--- src/rtl/serial_add_ctrl.sv ---
// Bit-serial adder sequencer: one shared full-adder cell, LSB first,
// one bit per clock, with registered sum/cout and a one-cycle done pulse.

// Single-bit full adder shared by the sequencer.
module fulladd (
  input  logic a_in,
  input  logic b_in,
  input  logic c_in,
  output logic s_out,
  output logic c_out
);
  assign s_out = a_in ^ b_in ^ c_in;
  assign c_out = (a_in & b_in) | (c_in & (a_in ^ b_in));
endmodule

// state | meaning
// IDLE  | waiting for start; operands not latched
// RUN   | one operand bit per edge through the full adder, LSB first
// DONE  | sum/cout hold a fresh result; done pulses for this one cycle
module serial_add_ctrl #(
  parameter int WIDTH = 8
) (
  input  logic             clk,
  input  logic             rst_n,
  input  logic             start,
  input  logic [WIDTH-1:0] a,
  input  logic [WIDTH-1:0] b,
  input  logic             cin,
  output logic             busy,
  output logic             done,
  output logic [WIDTH-1:0] sum,
  output logic             cout
);
  localparam int CW = $clog2(WIDTH + 1);
  localparam logic [CW-1:0] CNT_LAST = CW'(WIDTH - 1);

  typedef enum logic [1:0] {
    IDLE = 2'd0,
    RUN  = 2'd1,
    DONE = 2'd2
  } state_t;

  state_t           state_q, state_d;
  logic [WIDTH-1:0] a_sh_q, a_sh_d;
  logic [WIDTH-1:0] b_sh_q, b_sh_d;
  logic [WIDTH-1:0] s_sh_q, s_sh_d;
  logic [WIDTH-1:0] sum_q, sum_d;
  logic             carry_q, carry_d;
  logic             cout_q, cout_d;
  logic [CW-1:0]    cnt_q, cnt_d;

  logic             fa_s;
  logic             fa_c;
  logic [WIDTH-1:0] s_shift;

  fulladd u_fa (
    .a_in  (a_sh_q[0]),
    .b_in  (b_sh_q[0]),
    .c_in  (carry_q),
    .s_out (fa_s),
    .c_out (fa_c)
  );

  // New sum bit enters at the MSB; written as shift-then-insert so WIDTH=1 needs no special slice.
  always_comb begin
    s_shift            = s_sh_q >> 1;
    s_shift[WIDTH-1]   = fa_s;
  end

  // Next-state and datapath update; everything holds unless the state says otherwise.
  always_comb begin
    state_d = state_q;
    a_sh_d  = a_sh_q;
    b_sh_d  = b_sh_q;
    s_sh_d  = s_sh_q;
    sum_d   = sum_q;
    carry_d = carry_q;
    cout_d  = cout_q;
    cnt_d   = cnt_q;
    case (state_q)
      IDLE: begin
        if (start) begin
          a_sh_d  = a;
          b_sh_d  = b;
          carry_d = cin;
          cnt_d   = '0;
          state_d = RUN;
        end
      end
      RUN: begin
        s_sh_d  = s_shift;
        a_sh_d  = a_sh_q >> 1;
        b_sh_d  = b_sh_q >> 1;
        carry_d = fa_c;
        cnt_d   = cnt_q + CW'(1);
        if (cnt_q == CNT_LAST) begin
          sum_d   = s_shift;
          cout_d  = fa_c;
          state_d = DONE;
        end
      end
      DONE: begin
        state_d = IDLE;
      end
      default: begin
        state_d = IDLE;
      end
    endcase
  end

  // State and datapath registers with synchronous active-low clear.
  always_ff @(posedge clk) begin
    if (!rst_n) begin
      state_q <= IDLE;
      a_sh_q  <= '0;
      b_sh_q  <= '0;
      s_sh_q  <= '0;
      sum_q   <= '0;
      carry_q <= 1'b0;
      cout_q  <= 1'b0;
      cnt_q   <= '0;
    end else begin
      state_q <= state_d;
      a_sh_q  <= a_sh_d;
      b_sh_q  <= b_sh_d;
      s_sh_q  <= s_sh_d;
      sum_q   <= sum_d;
      carry_q <= carry_d;
      cout_q  <= cout_d;
      cnt_q   <= cnt_d;
    end
  end

  assign busy = (state_q != IDLE);
  assign done = (state_q == DONE);
  assign sum  = sum_q;
  assign cout = cout_q;

endmodule

--- config.mk ---
export PLATFORM = sky130hd
export DESIGN_NAME = serial_add_ctrl
export DESIGN_NICKNAME = d
export VERILOG_FILES = /design/src/rtl/serial_add_ctrl.sv
export SDC_FILE = /design/constraint.sdc
export NUM_CORES = 1
export LEC_CHECK = 0
export CAP_MARGIN = 20
export CORE_MARGIN = 10
export CORE_UTILIZATION = 25
export DETAILED_ROUTE_END_ITERATION = 6
export PLACE_DENSITY = 0.43
export SETUP_SLACK_MARGIN = 0.05
export SLEW_MARGIN = 10
export SYNTH_ARGS = -nofsm -noshare
export SYNTH_HDL_FRONTEND = slang
export SYNTH_SLANG_ARGS = --single-unit
--- constraint.sdc ---
create_clock -name clk -period 1.4 [get_ports clk]
set_clock_uncertainty 0.05 [all_clocks]
set_input_delay 0.35 -clock clk [delete_from_list [all_inputs] [get_ports clk]]
set_output_delay 0.35 -clock clk [all_outputs]
set_load 0.02 [all_outputs]
==> results.md, run 1 <==
- Vias: about 1400
- Worst-margin pin slew: approximately 240 ps
- HP Start: sum[7]$_SDFFE_PN0P_
- Top fanout value on the critical path: 4
- Worst hold margin: 407.9 ps
- Synth Register Bits: 39
- Setup TNS Final: 0 ps
- PwrDens: between 1000 and 1500 nW/um^2
- Fin util: 0.3557
- Nets: 259
- Sw power: around 580 uW
- Drt total wl: 4208 um
- Yosys top cell area share: 0.4774
- Cell Rows: 29
- Clk_lat worst skew: roughly 300 ps
- Critical Path End Type: output port
- Register Area: 789.5 um^2
- Switching share of power: 0.2538
- Clock-pin slew on the worst setup and hold paths: approximately 80 ps
- Number of remaining DRC errors: 0
- Antenna Violating Nets Remaining: 0
- Total GRT Usage: 0.08468
- Worst setup startpoint: state_q[0]$_SDFFE_PN0P_
- CTS tree: yes
- Syn Area/Cell: around 8.6 um^2
- Placeable Area: around 6300 um^2
- First-pass GRT wire length: just under 7000 um
- Antenna cells: 0
- Slew HR: 0.8414
- # hold bufs at CTS: 0
- Status: finished, final reports clean
- Reg-to-Reg Start: state_q[0]$_SDFFE_PN0P_
- Die ar.: 10180 um^2
- Clock buffer depth: 2
- Root Buffer: clkbuf_8
- Via-to-Cell Ratio: around 4.6
- Internal: around 1700 uW
- Height of the die: slightly above 100 um
- Area leader, netlist: dfxtp_1
- Largest net degree at the start of global routing: 20
- Clock buffer count from CTS: 5
- Kind of critical path: flop to output port
- Area Overhead vs Synth: 38.10%
- Max H-tree Level: 2
- CP Launch Type: flop
- Filler cell count: about 670
- # setup viols final: 0
- Logic pwr share: 0.139
- Syn Std Cell Area: between 1500 and 2000 um^2
- Number of global-route vias before repair: ~1500
- Fmax: about 0.74 GHz
- Synthesized netlist cell count: 190
- Fin. Hold Viols: 0
- Max IR drop VDD: roughly 0.45 mV
- Hold Path Class: flop to flop
- Grt ovf: 0
- Post-synthesis sequential area ratio: 0.4774
- Initial cell density of the core: 0.2575
- Max-Cap Viols: 0
- Worst Path Arrival: 940 ps
- GPL Wtd Cong: about 0.71
- Net count after synthesis: 212
- Final Power: 2294 uW
- Pleak: 0.0008304 uW
- Multi-input logic area: ~800 um^2
- Fin. max-slew vios: 0
- Worst EP required: 1000 ps
- Drt wl/cell: around 13 um
- Fin crit share: 0.9600
- Sink Count: 39
- Drt first-iter violations: 38
- # IOs: 31
- Clock power share: 0.342
- Ys Warns: 0
- Synth cell types: 30
- Dpl hpwl: roughly 3000 um
- Layout cells sized above 1: 0.2321
- RSZ-0062 raised after global routing: true
- Die width: 100.9 um
- Minimum clock period: approximately 1300 ps
- Initial DRT Pass Iterations: 4
- Seq pwr share: 0.519
- Largest cells by area after synthesis: dfxtp_1 (48%), nand2_1 (8.0%), a21oi_1 (6.7%)
- Initial antenna violation count: 0
- IO Port Bufs: 30
## final timing paths
path | slack, ps | to | cells after the start
worst min-delay path | 410 | sum[7]$_SDFFE_PN0P_ | 2
worst min register to register | 410 | sum[7]$_SDFFE_PN0P_ | 2
worst max-delay path | 60 | busy | 3
worst max register to register | 100 | b_sh_q[1]$_SDFFE_PN0P_ | 5
## layer usage
metal	wire, um	track usage	part of all wire
met5	0	0	0
met1	2047	0.1028	0.49
met3	203	0.02743	0.048
met2	1863	0.1278	0.44
met4	94	0.04891	0.022
## critical path, cell delays in order, from the launching register on
cell     delay, ps
dfxtp_4        370
nor2_4         120
inv_2           40
buf_6          120
## per-stage QoR
stage / worst slack [ps] / std cells / area (um^2)
detailed placement: -229.6 / 303 / 2125
finish: 55.98 / 314 / 2258
global route: 17.54 / 314 / 2258
floorplan: 77.93 / 190 / 1638
global placement: -217.8 / 303 / 2125
CTS: 23.96 / 312 / 2246
## power groups by stage
| stage | Clock [uW] | Sequential [uW] | Combinational [uW] |
|---|---|---|---|
| 4_1_cts | 811 | 1190 | 309 |
| 2_1_floorplan | 0 | 1210 | 168 |
| 3_3_place_gp | 0 | 1220 | 303 |
| 3_5_place_dp | 0 | 1210 | 302 |
| 5_1_grt | 847 | 1200 | 354 |
| 6_report | 785 | 1190 | 318 |
## kinds of logic (layout without fill, tap and decap cells)
family,Yosys count,in the layout,synth area share
DFF,39,39,0.4774
buffers and inverters,18,65,0.05355
adders and majority gates,2,2,0.01989
and+or+nand+nor,61,61,0.1622
AOI/OAI and AO/OA,60,60,0.2257
muxes,10,10,0.06121
## registers in the layout (all words and copies together) (netlist names)
signal	count
cnt_q	4
sum	8
s_sh_q	7
carry_q	1
b_sh_q	8
a_sh_q	8
state_q	2
cout	1
## cell type report
class,count,area share
Clock buffer,6,0.03657
Clock inverter,1,0.002216
Inverter,4,0.008310
Multi-Input combinational cell,133,0.3557
Sequential cell,39,0.3496
Tap cell,77,0.04266
Timing Repair Buffer,54,0.2050
## layout by cell type, fill, tap and decap left out, types with 3 or more instances in the layout
master,n
buf_6,3
clkbuf_2,8
clkdlybuf4s50_1,18
nor2_1,14
dfxtp_1,36
mux2i_1,10
clkbuf_8,6
buf_4,22
o22ai_1,5
a21oi_1,22
o21ai_1,10
o2bb2ai_1,10
nand2_1,34
o21ai_0,5
## cells in the mapped netlist (all sizes together)
master and count:
nand2b 2, o21ai 15, o21ba 1, nor3 1, a21oi 22, ha 1
mux2i 10, clkbuf 8, nand3 2, inv 4, o21bai 1, fa 1
a32oi 2, nand2 35, nor4 1, nor2b 1, o22ai 5, o311a 1
o2bb2ai 10, nand3b 2, or3 1, buf 6, dfxtp 39, a31oi 2
nor2 16, a22oi 1
## what timing repair did
item / in CTS / in global routing
gates resized for setup: 39 / 27
endpoints found under the setup margin: 12 / 29
pin swaps: 2 / 2
buffers inserted: 2 / 2
Note: power is estimated with default switching activity, not from simulation.
==> run 2, diff against run 1 <==
CTS_CLUSTER_SIZE = 8   (was unset)
==> results of run 2 <==
Same layout as run 1: the final DEF is identical, and so are final timing and power.
